## config.mk

```make
export PLATFORM = sky130hd
export DESIGN_NAME = pio_bus_master
export DESIGN_NICKNAME = d
export VERILOG_FILES = /design/src/rtl/pio_bus_master.sv
export SDC_FILE = /design/constraint.sdc
export NUM_CORES = 1
export LEC_CHECK = 0
export CAP_MARGIN = 15
export CORE_UTILIZATION = 48
export DETAILED_ROUTE_END_ITERATION = 12
export GPL_TIMING_DRIVEN = 0
export PLACE_DENSITY_LB_ADDON = 0.15
export SYNTH_ARGS = -nofsm -noshare
export SYNTH_HDL_FRONTEND = slang
export SYNTH_SLANG_ARGS = --single-unit
```

## constraint.sdc

```tcl
create_clock -name clk -period 2.8 [get_ports clk]
set_input_delay 0.28 -clock clk [delete_from_list [all_inputs] [get_ports clk]]
set_output_delay 0.28 -clock clk [all_outputs]
set_load 0.1 [all_outputs]
```

## src/rtl/pio_bus_master.sv

```systemverilog
// Command/response front end for a simple PIO slave bus (WRITE, READ, read-modify-write); one command in flight.
// WRITE responds 2 cycles after acceptance, READ 2+READ_LATENCY, RMW 3+READ_LATENCY; response held until rsp_ready.
module pio_bus_master #(
    parameter int ADDR_W       = 3,
    parameter int DATA_W       = 32,
    parameter int READ_LATENCY = 1
) (
    input  logic              clk,
    input  logic              reset_n,
    input  logic              cmd_valid,
    output logic              cmd_ready,
    input  logic [2:0]        cmd_op,
    input  logic [ADDR_W-1:0] cmd_addr,
    input  logic [DATA_W-1:0] cmd_data,
    input  logic [DATA_W-1:0] cmd_mask,
    output logic              rsp_valid,
    input  logic              rsp_ready,
    output logic [DATA_W-1:0] rsp_data,
    output logic              rsp_err,
    output logic [ADDR_W-1:0] avm_address,
    output logic              avm_chipselect,
    output logic              avm_write_n,
    output logic [DATA_W-1:0] avm_writedata,
    input  logic [DATA_W-1:0] avm_readdata
);

    typedef enum logic [1:0] {S_IDLE, S_READ, S_WRITE, S_RESP} state_t;

    localparam logic [2:0] OP_WRITE = 3'd0;
    localparam logic [2:0] OP_READ  = 3'd1;
    localparam logic [2:0] OP_RMW   = 3'd2;
    localparam logic [2:0] LAT_LAST = 3'(READ_LATENCY);

    state_t              state_q, state_d;
    logic [2:0]          cnt_q, cnt_d;
    logic [2:0]          op_q, op_d;
    logic [ADDR_W-1:0]   addr_q, addr_d;
    logic [DATA_W-1:0]   data_q, data_d;
    logic [DATA_W-1:0]   mask_q, mask_d;
    logic                cmd_ready_q, cmd_ready_d;
    logic                rsp_valid_q, rsp_valid_d;
    logic [DATA_W-1:0]   rsp_data_q, rsp_data_d;
    logic                rsp_err_q, rsp_err_d;
    logic                cs_q, cs_d;
    logic                write_n_q, write_n_d;
    logic [ADDR_W-1:0]   bus_addr_q, bus_addr_d;
    logic [DATA_W-1:0]   bus_wdata_q, bus_wdata_d;

    always_ff @(posedge clk or negedge reset_n) begin
        if (!reset_n) begin
            state_q     <= S_IDLE;
            cnt_q       <= '0;
            op_q        <= '0;
            addr_q      <= '0;
            data_q      <= '0;
            mask_q      <= '0;
            cmd_ready_q <= 1'b1;
            rsp_valid_q <= 1'b0;
            rsp_data_q  <= '0;
            rsp_err_q   <= 1'b0;
            cs_q        <= 1'b0;
            write_n_q   <= 1'b1;
            bus_addr_q  <= '0;
            bus_wdata_q <= '0;
        end else begin
            state_q     <= state_d;
            cnt_q       <= cnt_d;
            op_q        <= op_d;
            addr_q      <= addr_d;
            data_q      <= data_d;
            mask_q      <= mask_d;
            cmd_ready_q <= cmd_ready_d;
            rsp_valid_q <= rsp_valid_d;
            rsp_data_q  <= rsp_data_d;
            rsp_err_q   <= rsp_err_d;
            cs_q        <= cs_d;
            write_n_q   <= write_n_d;
            bus_addr_q  <= bus_addr_d;
            bus_wdata_q <= bus_wdata_d;
        end
    end

    // Every output is a register, so this block computes the value each output takes next cycle.
    always_comb begin
        state_d     = state_q;
        cnt_d       = cnt_q;
        op_d        = op_q;
        addr_d      = addr_q;
        data_d      = data_q;
        mask_d      = mask_q;
        cmd_ready_d = 1'b0;
        rsp_valid_d = rsp_valid_q;
        rsp_data_d  = rsp_data_q;
        rsp_err_d   = rsp_err_q;
        cs_d        = 1'b0;
        write_n_d   = 1'b1;
        bus_addr_d  = '0;
        bus_wdata_d = '0;

        case (state_q)
            S_IDLE: begin
                cmd_ready_d = 1'b1;
                if (cmd_valid && cmd_ready_q) begin
                    cmd_ready_d = 1'b0;
                    op_d        = cmd_op;
                    addr_d      = cmd_addr;
                    data_d      = cmd_data;
                    mask_d      = cmd_mask;
                    cnt_d       = '0;
                    if (cmd_op == OP_WRITE) begin
                        state_d     = S_WRITE;
                        cs_d        = 1'b1;
                        write_n_d   = 1'b0;
                        bus_addr_d  = cmd_addr;
                        bus_wdata_d = cmd_data;
                    end else if (cmd_op == OP_READ || cmd_op == OP_RMW) begin
                        state_d    = S_READ;
                        cs_d       = 1'b1;
                        bus_addr_d = cmd_addr;
                    end else begin
                        state_d     = S_RESP;
                        rsp_valid_d = 1'b1;
                        rsp_data_d  = '0;
                        rsp_err_d   = 1'b1;
                    end
                end
            end

            S_READ: begin
                cs_d       = 1'b1;
                bus_addr_d = addr_q;
                if (cnt_q == LAT_LAST) begin
                    cnt_d = '0;
                    if (op_q == OP_RMW) begin
                        state_d     = S_WRITE;
                        write_n_d   = 1'b0;
                        bus_wdata_d = (avm_readdata & ~mask_q) | (data_q & mask_q);
                    end else begin
                        state_d     = S_RESP;
                        cs_d        = 1'b0;
                        bus_addr_d  = '0;
                        rsp_valid_d = 1'b1;
                        rsp_data_d  = avm_readdata;
                        rsp_err_d   = 1'b0;
                    end
                end else begin
                    cnt_d = cnt_q + 3'd1;
                end
            end

            S_WRITE: begin
                state_d     = S_RESP;
                rsp_valid_d = 1'b1;
                rsp_data_d  = bus_wdata_q;
                rsp_err_d   = 1'b0;
            end

            S_RESP: begin
                if (rsp_ready) begin
                    state_d     = S_IDLE;
                    cmd_ready_d = 1'b1;
                    rsp_valid_d = 1'b0;
                    rsp_data_d  = '0;
                    rsp_err_d   = 1'b0;
                end
            end

            default: begin
                state_d     = S_IDLE;
                cmd_ready_d = 1'b1;
            end
        endcase
    end

    assign cmd_ready      = cmd_ready_q;
    assign rsp_valid      = rsp_valid_q;
    assign rsp_data       = rsp_data_q;
    assign rsp_err        = rsp_err_q;
    assign avm_address    = bus_addr_q;
    assign avm_chipselect = cs_q;
    assign avm_write_n    = write_n_q;
    assign avm_writedata  = bus_wdata_q;

endmodule

```

Yosys cells after proc, flatten, opt, wreduce, memory -nomap -nowiden
Index checks and enable logic that the tools add are counted.

Bits in registers: 147. Input bits: 106. Output and inout port bits: 72. Word-level logic and storage cells: 93.

Muxes and demuxes: 52. Add/subtract/negate cells: 1. Equal/unequal tests: 13. Bitwise logic cells: 4. Reductions and logical operators: 9.

Operators with widths (count): 32-bit two-way mux (10); 32-bit case mux with 4 select lines (1); 32-bit bitwise AND (2); 32-bit case mux with 2 select lines (1); 32-bit inverter (1); 32-bit OR (1); 3-bit two-way mux (7); 1-bit two-way mux (20); 2-bit inequality test (second input constant) (6); 3-bit case mux with 2 select lines (2); 2-bit two-way mux (5); 1-bit case mux with 4 select lines (2); 2-bit case mux with 4 select lines (1); 3-bit by 1-bit == test with 1-bit output (second input constant) (2); 3-bit by 2-bit == test with 1-bit output (second input constant) (2); 1-bit case mux with 2 select lines (3); 6-bit AND reduction (1); 2-bit == test (second input constant) (2); 2-bit AND reduction (2); 3-bit by 1-bit adder with 3-bit output (second input constant) (1); 3-bit logical NOT (1); 3-bit AND reduction (1); 2-bit by 1-bit == test with 1-bit output (second input constant) (1); 2-bit logical NOT (1); other kinds (3) (3).

Depth between registers and ports, before layout
Word-level depth: 6. Gate-level depth with buffers: 9. Gate-level depth less buffers: 6.

Worst setup path before layout
Ideal clock, no wire load.

Path type: reg-to-reg. Start: reg cmd_ready_q, in the netlist cmd_ready. End: reg rsp_data_q[10], in the netlist rsp_data[10]. Slack: 0.653 ns. Arrival: 2.021 ns. Period minus slack after synthesis: 2.147 ns. Path buffers: 2. Cell stages (with the launch flop): 6. Data required time: 2.675 ns. Cells stage by stage: dfstp_2 a21oi_1 a2111o_1 buf_6 buf_6 mux2_4.

Longest elaborated chain between the ends: 3.

RTL lines: start, declared (RTL line 40) `logic cmd_ready_q, cmd_ready_d;`; start signal, assigned (RTL line 72) `cmd_ready_q <= cmd_ready_d;`; 1-bit logical AND (RTL line 103) `if (cmd_valid && cmd_ready_q) begin`; 2-bit inequality test (no line); 6-bit AND reduction (no line); end signal, assigned (RTL line 74) `rsp_data_q <= rsp_data_d;`; end, declared (RTL line 42) `logic [DATA_W-1:0] rsp_data_q, rsp_data_d;`.

No other way between the ends. A chain may end at the register's enable or synchronous reset.

Final worst setup path
Start: reg state_q[1]. End: reg rsp_data_q[17], in the netlist rsp_data[17].

Longest elaborated chain between the ends: 3. Elaborated cells between the ends (all ways): 12. Those cells by class: 9 x eq/ne; 1 x mux; 2 x reduce/logical.

RTL lines: start, declared (RTL line 34) `state_t state_q, state_d;`; start signal, assigned (RTL line 66) `state_q <= state_d;`; 2-bit by 1-bit == test with 1-bit output, or another cell as far along (RTL line 100) `case (state_q)`; 2-bit inequality test (no line); 6-bit AND reduction (no line).

Several ways; a longest one is shown, not always the timed one.

==> results.cfg <==
[worst_setup_path]
crit_type = register to register
path_max_fanout = 10
start_kind = register
cp.required_ps = 3100
critPathArrivalTime_ps = 2870
critPathCaptureType = register

[yosys]
synth_cell_type_count = 32
syn_nets = 725
synth_area_per_cell_um2 = 10.5
synth-seq-area-share_pct = 56.8
synth_warnings = 0
netlist_area_um2 = 6480
syn_inst = 615
synth-seq-cells = 147

[clock_tree]
cts_tree = built
post-cts-setup-buffers = 0
cts_root_buf = clkbuf_16
clk_path_buf_depth = 2
cts_buffers = 17
cts.sinks = 147
ctsResizeCount = 0
cts_max_level = 4
clk_latency_ps = 420
path_clk_slew_ps = 60

[placed_design]
place_congestion = 0.870
placed_area_um2 = 8510
dp_hpwl_mm = 13.1
portBuffers = 177
post-place-ws_ps = 142

[finish]
layout_common_cells = 215 x nand2_1, 176 x clkdlybuf4s50_1, 145 x dfrtp_1
fillers = 1030
syn_to_final_growth_pct = 40.3
design_area_um2 = 9100
drive_above_1_share_pct = 8.35
fin_nets = 923
n_antenna_cell = 0
layout_commonest_cell = nand2_1

[sta]
rsz0062_at_grt = no
final.setup.tns_ps = 0
clock.fmax_mhz = 390
period_needed_ps = 2570
hold_viol_final = 0
whs_ps = 394
relSlewSlack_pct = 30.2
clock_skew_ps = 6.56
finalSetupViolations = 0
setup_slack_ps = 233
slew_viol_final = 0
max_slew.worst_pin.slew_ps = 1040
period_share_pct = 91.7

[floorplan]
core_area_um2 = 13200
ios = 178
row_count = 42
die_w_um = 118
start_util_pct = 49.2
die_h_um = 118
dieArea_um2 = 14000

[global_routing]
grt_max_degree = 78
grt_pass1_wl_mm = 30.2
grt_use_total_pct = 28.6
antenna_found_initial = 0
overflow = 0
grt_pass1_vias = 5672

[pwr]
powerDensity_nw_per_um2 = 1040
fin_total_pwr_uw = 9450
peakVddDrop_mv = 0.591
leakage_uw = 0.00422

[status]
status = completed

[route]
ant_nets = 0
drtIter0Drc = 496
vias_per_cell = 5.47
totalWireLength_mm = 19.2
vias = 5476
drc = 0
wl_per_cell_um = 19.2
firstDrtPassIters = 6

[run]
cap_violations = 0

[hold_path]
hp-class = primary input to register
-- kinds of logic after synthesis --
kind of cell / Yosys count / synth area share, %
XOR/XNOR: 1 / 0.135
buffers and inverters: 45 / 3.07
AO/OA/AOI/OAI: 89 / 9.49
adder cells (fa/ha/maj): 4 / 0.772
AND/OR/NAND/NOR: 259 / 16.6
multiplexers: 70 / 13.1
flip-flops: 147 / 56.8
-- cell usage after synthesis, drive strengths merged --
cell type,count,share of area (%)
nand2,215,12
dfrtp,145,56
mux2i,36,5.6
a22oi,34,3.9
clkbuf,34,2.0
mux2,34,7.6
nor2b,33,3.2
o22ai,33,3.2
a21oi,7,0.54
inv,7,0.41
buf,4,0.69
ha,4,0.77
nor2,4,0.23
a32o,3,0.46
o21ai,3,0.23
a21o,2,0.23
dfstp,2,0.81
nor3,2,0.15
o31ai,2,0.23
a2111o,1,0.17
a211o,1,0.14
a211oi,1,0.12
nand3,1,0.077
nand3b,1,0.12
nand4b,1,0.14
nor4bb,1,0.15
o21a,1,0.12
o221ai,1,0.14
or3b,1,0.14
xnor2,1,0.14
-- worst max-delay path, stage by stage (launching register included) --
cell and delay [ps]:
dfrtp_1 400, inv_1 110, ha_1 150, clkbuf_1 270, nor4bb_1 450, a21o_1 230, a2111o_1 130, buf_6 160
buf_6 220, mux2_4 320
-- registers in the layout, indices dropped and copies added, names as in the netlist --
name	count
avm_writedata	32
data_q	32
mask_q	32
rsp_data	32
addr_q	3
avm_address	3
cnt_q	3
op_q	3
state_q	2
avm_chipselect	1
avm_write_n	1
cmd_ready	1
rsp_err	1
rsp_valid	1
-- layout make-up --
cell class | instances | area [um^2] | area share [%]
clock inverter | 3 | 40.0 | 0.440
buffer | 38 | 173 | 1.90
multi-input combinational | 423 | 2610 | 28.6
inverter | 7 | 26.3 | 0.289
clock buffer | 29 | 541 | 5.94
sequential | 147 | 3680 | 40.5
timing repair buffer | 179 | 1810 | 19.9
tap | 176 | 220 | 2.42
-- power by group --
part | internal [uW] | switching (uW) | leakage, uW
Combinational | 1560 | 2460 | 0.00199
Sequential | 2780 | 427 | 0.00195
Clock | 1390 | 834 | 0.000288
-- layer usage --
| metal | part of all wire [%] | vias to the layer above | track usage, % |
|---|---|---|---|
| li1 | - | 2480 | - |
| met3 | 8.1 | 31 | 7.63 |
| met2 | 48 | 258 | 45.6 |
| met5 | 0 | - | 0 |
| met4 | 2.3 | 0 | 10.1 |
| met1 | 42 | 2707 | 37.7 |
-- path summary, 6_finish.rpt --
kind,start,endpoint,slack [ps],depth (start not counted)
max,state_q[1],rsp_data[17],230,9
min,cmd_mask[25],mask_q[25],390,3
max reg2reg,state_q[1],rsp_data[17],230,9
min reg2reg,data_q[30],data_q[30],470,2
max in group asynchronous,reset_n,mask_q[19],1560,3
min in group asynchronous,reset_n,mask_q[5],440,2
-- metrics by stage --
step	cells	util, %
global route	1002	69.0
finish	1002	69.0
global placement	968	64.3
detailed placement	969	64.5
CTS	1002	69.0
floorplan	615	-
-- timing repair --
item                       4_1_cts  5_1_grt
hold endpoints to repair        68        0
setup endpoints to repair        0        0
hold buffers                     1        0
(Power assumes the default switching activity.)
